File: src/rtl/counter_scheduler_if.sv
`default_nettype none
// ============================================================================
// Module      : counter_scheduler_if
// Description : Client-facing bundle of the shared interval counter scheduler.
// Revision    : 1.0 - initial release
// ============================================================================
interface counter_scheduler_if #(
    parameter int SIZE       = 5,
    parameter int REQUESTERS = 4
);
    logic [REQUESTERS-1:0]      req;
    logic [REQUESTERS*SIZE-1:0] duration;
    logic [REQUESTERS-1:0]      grant;
    logic                       busy;
    logic [SIZE-1:0]            count;
    logic [REQUESTERS-1:0]      done;

    modport master (
        output req, duration,
        input  grant, busy, count, done
    );

    modport slave (
        input  req, duration,
        output grant, busy, count, done
    );
endinterface
`default_nettype wire

File: src/rtl/counter_scheduler.sv
`default_nettype none
// ============================================================================
// Module      : counter_scheduler
// Description : Round-robin time-sharing of one interval counter among clients.
// Revision    : 1.0 - initial release
// ============================================================================
module counter_scheduler #(
    parameter int SIZE       = 5,
    parameter int REQUESTERS = 4
) (
    input  wire logic           clock,
    input  wire logic           reset,
    counter_scheduler_if.slave  sched_bus
);
    localparam int PTR_W = $clog2(REQUESTERS);

    typedef enum logic [1:0] {
        ST_IDLE = 2'd0,
        ST_RUN  = 2'd1,
        ST_DONE = 2'd2
    } state_t;

    state_t                r_state_q, w_state_d;
    logic [PTR_W-1:0]      r_ptr_q, w_ptr_d;
    logic [PTR_W-1:0]      r_owner_q, w_owner_d;
    logic [SIZE-1:0]       r_count_q, w_count_d;
    logic [SIZE-1:0]       r_limit_q, w_limit_d;
    logic [REQUESTERS-1:0] r_grant_q, w_grant_d;
    logic [REQUESTERS-1:0] r_done_q, w_done_d;
    logic                  r_busy_q, w_busy_d;

    logic [2*REQUESTERS-1:0] w_req_dbl;
    logic [REQUESTERS-1:0]   w_req_rot;
    logic                    w_found;
    logic [PTR_W-1:0]        w_offset;
    logic [PTR_W:0]          w_win_sum;
    logic [PTR_W-1:0]        w_win;
    logic [REQUESTERS-1:0]   w_win_onehot;
    logic [SIZE-1:0]         w_dur_win;
    logic [PTR_W-1:0]        w_ptr_after_owner;
    logic                    w_owner_req;

    // Rotate requests so bit k is client (ptr+k) mod REQUESTERS; lowest set bit wins.
    always_comb begin
        w_req_dbl = {sched_bus.req, sched_bus.req};
        w_req_rot = REQUESTERS'(w_req_dbl >> r_ptr_q);
        w_found   = 1'b0;
        w_offset  = '0;
        for (int k = REQUESTERS - 1; k >= 0; k--) begin
            if (w_req_rot[k]) begin
                w_found  = 1'b1;
                w_offset = PTR_W'(k);
            end
        end
        w_win_sum = {1'b0, r_ptr_q} + {1'b0, w_offset};
        if (w_win_sum >= (PTR_W+1)'(REQUESTERS)) begin
            w_win_sum = w_win_sum - (PTR_W+1)'(REQUESTERS);
        end
        w_win        = w_win_sum[PTR_W-1:0];
        w_win_onehot = '0;
        w_win_onehot[w_win] = 1'b1;
        w_dur_win = '0;
        for (int i = 0; i < REQUESTERS; i++) begin
            if (w_win == PTR_W'(i)) begin
                w_dur_win = sched_bus.duration[i*SIZE +: SIZE];
            end
        end
        w_ptr_after_owner = (r_owner_q == PTR_W'(REQUESTERS - 1)) ? '0 : r_owner_q + PTR_W'(1);
        // The grant register is a one-hot copy of the owner, so it masks the owner's request.
        w_owner_req = |(sched_bus.req & r_grant_q);
    end

    always_comb begin
        w_state_d = r_state_q;
        w_ptr_d   = r_ptr_q;
        w_owner_d = r_owner_q;
        w_count_d = r_count_q;
        w_limit_d = r_limit_q;
        w_grant_d = r_grant_q;
        w_done_d  = '0;
        w_busy_d  = r_busy_q;
        case (r_state_q)
            ST_IDLE: begin
                if (w_found) begin
                    w_state_d = ST_RUN;
                    w_owner_d = w_win;
                    w_grant_d = w_win_onehot;
                    w_busy_d  = 1'b1;
                    w_count_d = '0;
                    w_limit_d = w_dur_win;
                end
            end
            ST_RUN: begin
                if (!w_owner_req) begin
                    w_state_d = ST_IDLE;
                    w_grant_d = '0;
                    w_busy_d  = 1'b0;
                    w_count_d = '0;
                    w_ptr_d   = w_ptr_after_owner;
                end else if (r_count_q == r_limit_q) begin
                    w_state_d = ST_DONE;
                    w_done_d  = r_grant_q;
                end else begin
                    w_count_d = r_count_q + SIZE'(1);
                end
            end
            ST_DONE: begin
                w_state_d = ST_IDLE;
                w_grant_d = '0;
                w_busy_d  = 1'b0;
                w_count_d = '0;
                w_ptr_d   = w_ptr_after_owner;
            end
            default: begin
                w_state_d = ST_IDLE;
                w_grant_d = '0;
                w_busy_d  = 1'b0;
                w_count_d = '0;
            end
        endcase
    end

    always_ff @(posedge clock or posedge reset) begin
        if (reset) begin
            r_state_q <= ST_IDLE;
            r_ptr_q   <= '0;
            r_owner_q <= '0;
            r_count_q <= '0;
            r_limit_q <= '0;
            r_grant_q <= '0;
            r_done_q  <= '0;
            r_busy_q  <= 1'b0;
        end else begin
            r_state_q <= w_state_d;
            r_ptr_q   <= w_ptr_d;
            r_owner_q <= w_owner_d;
            r_count_q <= w_count_d;
            r_limit_q <= w_limit_d;
            r_grant_q <= w_grant_d;
            r_done_q  <= w_done_d;
            r_busy_q  <= w_busy_d;
        end
    end

    assign sched_bus.grant = r_grant_q;
    assign sched_bus.busy  = r_busy_q;
    assign sched_bus.count = r_count_q;
    assign sched_bus.done  = r_done_q;

endmodule
`default_nettype wire

File: src/flat_wrapper.sv
// flat-port wrapper written by rule: the top's interface ports become plain ports
module counter_scheduler_flat 
#(
    parameter int SIZE       = 5,
    parameter int REQUESTERS = 4
)
  (clock, reset, sched_bus_req, sched_bus_duration, sched_bus_grant, sched_bus_busy, sched_bus_count, sched_bus_done);
  counter_scheduler_if #(.SIZE(SIZE), .REQUESTERS(REQUESTERS)) sched_bus_i ();
  input  wire logic clock;
  input  wire logic reset;
  input wire logic [$bits(sched_bus_i.req)-1:0] sched_bus_req;
  input wire logic [$bits(sched_bus_i.duration)-1:0] sched_bus_duration;
  output wire logic [$bits(sched_bus_i.grant)-1:0] sched_bus_grant;
  output wire logic [$bits(sched_bus_i.busy)-1:0] sched_bus_busy;
  output wire logic [$bits(sched_bus_i.count)-1:0] sched_bus_count;
  output wire logic [$bits(sched_bus_i.done)-1:0] sched_bus_done;
  assign sched_bus_i.req = sched_bus_req;
  assign sched_bus_i.duration = sched_bus_duration;
  assign sched_bus_grant = sched_bus_i.grant;
  assign sched_bus_busy = sched_bus_i.busy;
  assign sched_bus_count = sched_bus_i.count;
  assign sched_bus_done = sched_bus_i.done;
  counter_scheduler #(.SIZE(SIZE), .REQUESTERS(REQUESTERS)) u_core (.clock(clock), .reset(reset), .sched_bus(sched_bus_i));
endmodule
File: config.mk
export PLATFORM = sky130hd
export DESIGN_NAME = counter_scheduler_flat
export DESIGN_NICKNAME = d
export VERILOG_FILES = /design/src/rtl/counter_scheduler_if.sv /design/src/rtl/counter_scheduler.sv /design/src/flat_wrapper.sv
export SDC_FILE = /design/constraint.sdc
export NUM_CORES = 1
export LEC_CHECK = 0
export ABC_AREA = 1
export ABC_CLOCK_PERIOD_IN_PS = 2000
export CORE_MARGIN = 4
export CORE_UTILIZATION = 39
export DETAILED_ROUTE_END_ITERATION = 12
export PLACE_DENSITY = 0.69
export SLEW_MARGIN = 40
export SYNTH_ARGS = -nofsm -noshare
export SYNTH_HDL_FRONTEND = slang
export SYNTH_SLANG_ARGS = --single-unit
File: constraint.sdc
create_clock -name clock -period 2 [get_ports clock]
set_input_delay 0.5 -clock clock [delete_from_list [all_inputs] [get_ports clock]]
set_output_delay 0.5 -clock clock [all_outputs]
set_load 0.02 [all_outputs]
* Word level (Yosys, flattened, before mapping)
Index checks and enable logic that the tools add are counted.
** Operators by class
- $add $sub $neg :: 4
- Magnitude comparators :: 3
- Equal/unequal tests :: 11
- Shift operators :: 1
- Multiplexer cells :: 35
- Bitwise logic cells :: 1
- Reduce and logical (&&, ||, !) cells :: 10
** Operators by type and width (count)
- $mux 5 :: 7
- $mux 2 :: 10
- $mux 4 :: 5
- $pmux 5 s2 :: 1
- $reduce_and 2->1 :: 5
- $eq 2x2->1 const B :: 4
- $pmux 2 s2 :: 2
- $pmux 4 s2 :: 1
- $shr 8x2->4 :: 1
- $mux 1 :: 7
- $ne 3x3->1 const B :: 2
- $add 5x1->5 const B :: 1
- $eq 5x5->1 :: 1
- $and 4x4->4 :: 1
- $eq 2x1->1 const B :: 2
- $logic_not 2->1 :: 2
- $reduce_or 4->1 :: 1
- $add 2x2->3 :: 1
- $ge 3x3->1 const B :: 1
- $lt 2x3->1 const B :: 1
- $add 2x1->2 const B :: 1
- $demux 1 s2 :: 1
- $ge 2x1->1 const B :: 1
- $ne 2x1->1 const B :: 1
- other kinds (5) :: 5
** Word-level totals
- Register bits :: 25
- Input port bits :: 26
- Output and inout bits :: 14

* Depth between registers and ports, before layout
- Depth after elaboration :: 14
- Gate-level depth with buffers :: 16
- Mapped depth without buffers :: 16

* Least setup slack after synthesis
OpenSTA, ideal clock, no wires.
- Kind :: input to register
- From :: in sched_bus_req[1]
- To :: reg u_core.r_limit_q[0]
- Arrival time :: 2023 ps
- Slack :: -139 ps
- Stages on the path :: 15
- Path buffers :: 1
- Cells stage by stage :: nand2_1 nand3_1 nand2_2 nand3_1 a21boi_0 ha_1 xor2_2 inv_2 nand3_4 nand2_4 buf_8 o21bai_2 nand3_1 nand2_1 nand2_1
** Between the ends
- Longest elaborated chain between the ends :: 13
- Elaborated cells on any way between the ends :: 22
** RTL lines
- start: declaration :: RTL line flat_wrapper.sv:11 : input wire logic [$bits(sched_bus_i.req)-1:0] sched_bus_req;
- $shr 8x2->4 * :: RTL line counter_scheduler.sv:46 : w_req_rot = REQUESTERS'(w_req_dbl >> r_ptr_q);
- $mux 2 (4 in a row) :: RTL line counter_scheduler.sv:50 : if (w_req_rot[k]) begin
- $add 2x2->3 :: RTL line counter_scheduler.sv:55 : w_win_sum = {1'b0, r_ptr_q} + {1'b0, w_offset};
- $ge 3x3->1 or $sub 2x1->2 (tied branches) :: RTL line counter_scheduler.sv:56, counter_scheduler.sv:57
- $mux 2 :: RTL line counter_scheduler.sv:56 : if (w_win_sum >= (PTR_W+1)'(REQUESTERS)) begin
- $logic_not 2->1 :: RTL line counter_scheduler.sv:64 : if (w_win == PTR_W'(i)) begin
- $mux 5 (4 in a row) :: RTL line counter_scheduler.sv:64
- end signal: assignment :: RTL line counter_scheduler.sv:138 : r_limit_q <= w_limit_d;
- end: declaration :: RTL line counter_scheduler.sv:27 : logic [SIZE-1:0] r_limit_q, w_limit_d;
Mark *: on every way between the ends. The rest lies on a longest branch, timed or not.
A chain may end at the register's enable or synchronous reset.

* Worst setup path in the final report
- From :: reg u_core.r_ptr_q[0]
- To :: reg u_core.r_limit_q[1]
** Between the ends
- Longest elaborated chain between the ends :: 13
- Elaborated cells on any way between the ends :: 22
** RTL lines
- start: declaration :: RTL line counter_scheduler.sv:24 : logic [PTR_W-1:0] r_ptr_q, w_ptr_d;
- start signal: assignment :: RTL line counter_scheduler.sv:135 : r_ptr_q <= w_ptr_d;
- $shr 8x2->4 :: RTL line counter_scheduler.sv:46
- $mux 2 (4 in a row) :: RTL line counter_scheduler.sv:50
- $add 2x2->3 :: RTL line counter_scheduler.sv:55
- $ge 3x3->1 or $sub 2x1->2 (tied branches) :: RTL line counter_scheduler.sv:56, counter_scheduler.sv:57
- $mux 2 :: RTL line counter_scheduler.sv:56
- $logic_not 2->1 :: RTL line counter_scheduler.sv:64
- $mux 5 (4 in a row) :: RTL line counter_scheduler.sv:64
Parallel ways exist; a longest one is shown, timed or not.

==> run summary <==
Final Cycle Share - 106%
Synth cell types - 31
DRT iter0 DRCs - 66
Worst EP required - 2.17 ns
Register area share after synthesis - 39.9%
Critical setup path kind - flop to flop
Logic pwr share - 74.6%
Clk buf depth - 2
Most frequent cells in the layout - 39 x nand2_1, 35 x clkdlybuf4s50_1, 27 x buf_4, 24 x dfrtp_1, 19 x inv_1
Worst-skew pair later-pin latency - 0.27 ns
Syn nets - 223
Final-report setup violation count - 7
Layout cell share with drive strength beyond 1 - 29.7%
Port bufs - 39
Top Ports - 40
Reg2reg end - u_core.r_limit_q[1]
Top Family by Delay on Critical Path - simple AND/OR/NAND/NOR gates
Failing checks - negative setup slack
Area of the mapped netlist - 1570 um2
Status - finished, violations left
Worst slew pin tran - 0.440 ns
Number of diodes - 0
Cell Int Power - 2400 uW
Slew Viols, Final - 0
CP max stage delay - 0.45 ns
Worst Setup End Kind - flop
Vias/cell - 4.98
Crit path cell chain - inv_4 > nand2_4 > nand3_2 > nand2_2 > nand3_2 > a21boi_2 > ha_4 > xor2_4 > inv_2 > nand3_4 > nand2_8 > buf_8 > o21bai_4 > nand3_2 > nand2_1 > nand2_1
Die Area - 5100 um2
RSZ-0062 raised after global routing - true
Endpoints failing hold - 0
Root Driver - clkbuf_8
CP Depth - 16
Slew headroom - 70.3%
Total power - 4390 uW
Min-delay worst type - flop to flop
Largest net degree at the start of global routing - 26
Reg clk slew, reported paths - 0.10 ns
Most used cell along the critical path - nand3_2
Total global routing overflow - 0
Final HPWL DP - 2.91 mm
R2R Setup Slk - -0.13 ns
Max-Cap Viols - 0
Total number of vias - 1,550
Worst setup margin - -0.128 ns
Worst vdd ir - 1.29 mV
Initial antenna violation count - 0
Area of the core - 3770 um2
Fmax - 470 MHz
Drc violations - 0
First-pass GRT wire length - 6.67 mm
Placer congestion estimate - 0.842
All-Layer GR Usage - 15.7%
Drt wl/cell - 12.2 um
Crit path from - u_core.r_ptr_q[0]
Cts bufs inserted - 3
Final #Nets - 293
Number of global-route vias before repair - 1,540
Seq cells post-synth - 25
Critical Path AT - 2.29 ns
WP buf/inv - 3
Hold_sp - u_core.r_limit_q[3]
Worst setup SP type - flop
Cell area power density - 1830 nW/um2
Crit-path slowest cell - dfrtp_2
CP Max Fanout - 7
Leakage - 0.00113 uW
Post-route ant nets - 0
H-tree levels - 1
NetSw - 1990 uW
Site row count - 22
Initial core utilization - 41.6%
R2R Path Start - u_core.r_ptr_q[0]
Fin crit period - 2.13 ns
Syn Inst Count - 194
Clock sink count - 25
Die width - 71.4 um
CP endpoint - u_core.r_limit_q[1]
Die Height - 71.4 um
Clock Skews - 0.00637 ns
Syn-to-layout area delta - 53.0%
Synth warnings - 0
Net Sw Frac - 45.4%
Synth Area per Inst - 8.08 um2
Hold slack - 0.505 ns
Clk pwr share - 7.2%
Commonest non-fill, non-tap cell in the layout - nand2_1
CTS tree - done
DR pass1 iterations - 6
FF-to-FF path depth - 16
Post-Route WL - 3.80 mm
Sequential Power Share - 18.2%
[cell type report]
class | count | area (um2)
timing repair buffer | 69 | 639
sequential | 25 | 627
fill | 320 | 1370
clock buffer | 3 | 41.3
inverter | 24 | 95.1
multi-input combinational | 141 | 927
tap | 48 | 60.1
clock inverter | 1 | 8.76
[what timing repair did]
item | CTS | global route
cloned | 0 | 0
buffers inserted | 7 | 2
gates resized for setup | 28 | 8
endpoints found under the setup margin | 10 | 10
hold buffers | 0 | 0
pin swaps | 13 | 1
[power groups by stage]
stage                     combinational [uW]  sequential [uW]  clock [uW]
after floorplan                         1740              835           0
after global placement                  2630              801           0
after detailed placement                2670              801           0
after CTS                               3120              799         315
after global routing                    3640              820         328
final                                   3270              800         315
[synthesized netlist by cell type, drive strengths merged]
| library cell | instances | area, um2 |
|---|---|---|
| inv | 24 | 92.6 |
| nand3 | 26 | 168 |
| o21bai | 4 | 41.3 |
| o22ai | 2 | 12.5 |
| or2 | 3 | 18.8 |
| xnor2 | 2 | 17.5 |
| nor4 | 1 | 6.26 |
| ha | 3 | 37.5 |
| dfrtp | 25 | 626 |
| a21boi | 1 | 7.51 |
| and2 | 1 | 6.26 |
| a22o | 2 | 17.5 |
| nand2 | 54 | 233 |
| nand3b | 5 | 37.5 |
| xor2 | 5 | 51.3 |
| nor2 | 9 | 33.8 |
| o31ai | 1 | 7.51 |
| o21ai | 13 | 65.1 |
| o21a | 2 | 15.0 |
| nand4 | 7 | 43.8 |
| buf | 4 | 30.0 |
[tightest hold or removal path: stages (launching register included)]
cell and delay [ns]:
dfrtp_1 0.37, nand2_1 0.06, nand2_1 0.05
[logic make-up after synthesis]
family          count (synthesis)  share of synthesized area (%)
flops                          25                           39.9
fa+ha+maj                       3                           2.39
xor+xnor                        7                           4.39
simple gates                  106                           34.9
compound gates                 25                           10.6
buf+inv                        28                           7.82
[state kept, by name, summed over array words and instances (netlist names)]
name	cells
u_core.r_limit_q	5
u_core.r_owner_q	2
u_core.r_ptr_q	2
u_core.r_state_q	2
u_core.sched_bus.busy	1
u_core.sched_bus.count	5
u_core.sched_bus.done	4
u_core.sched_bus.grant	4
[stage by stage]
| step | instance area (um2) | instances | setup WS, ns | utilization [%] | TNS [ns] |
|---|---|---|---|---|---|
| after floorplan | 1580 | 194 | -0.0845 | - | -0.356 |
| after global placement | 2170 | 298 | -0.641 | 57.5 | -7.46 |
| after detailed placement | 2170 | 298 | -0.717 | 57.5 | -8.16 |
| after CTS | 2350 | 309 | -0.151 | 62.3 | -0.901 |
| after global routing | 2400 | 311 | -0.255 | 63.6 | -1.76 |
| final | 2400 | 311 | -0.128 | 63.6 | -0.658 |
[metal layers]
| layer | vias up | GRT usage (%) | share of wire [%] |
|---|---|---|---|
| li1 | 778 | - | - |
| met3 | 6 | 2.24 | 5.4 |
| met2 | 46 | 26.8 | 48 |
| met5 | - | 0 | 0 |
| met4 | 0 | 4.59 | 1.2 |
| met1 | 720 | 20.7 | 46 |
[how the worst min path moves through the flow]
stage                                     end  slack, ns  cells past startpoint
after floorplan           u_core.r_limit_q[1]       0.46                      2
final                     u_core.r_limit_q[3]       0.51                      2
after global routing      u_core.r_limit_q[4]       0.54                      2
after detailed placement  u_core.r_limit_q[3]       0.49                      2
after CTS                 u_core.r_limit_q[3]       0.51                      2
after global placement    u_core.r_limit_q[3]       0.49                      2
No activity file was read; power rests on OpenSTA's default activity.
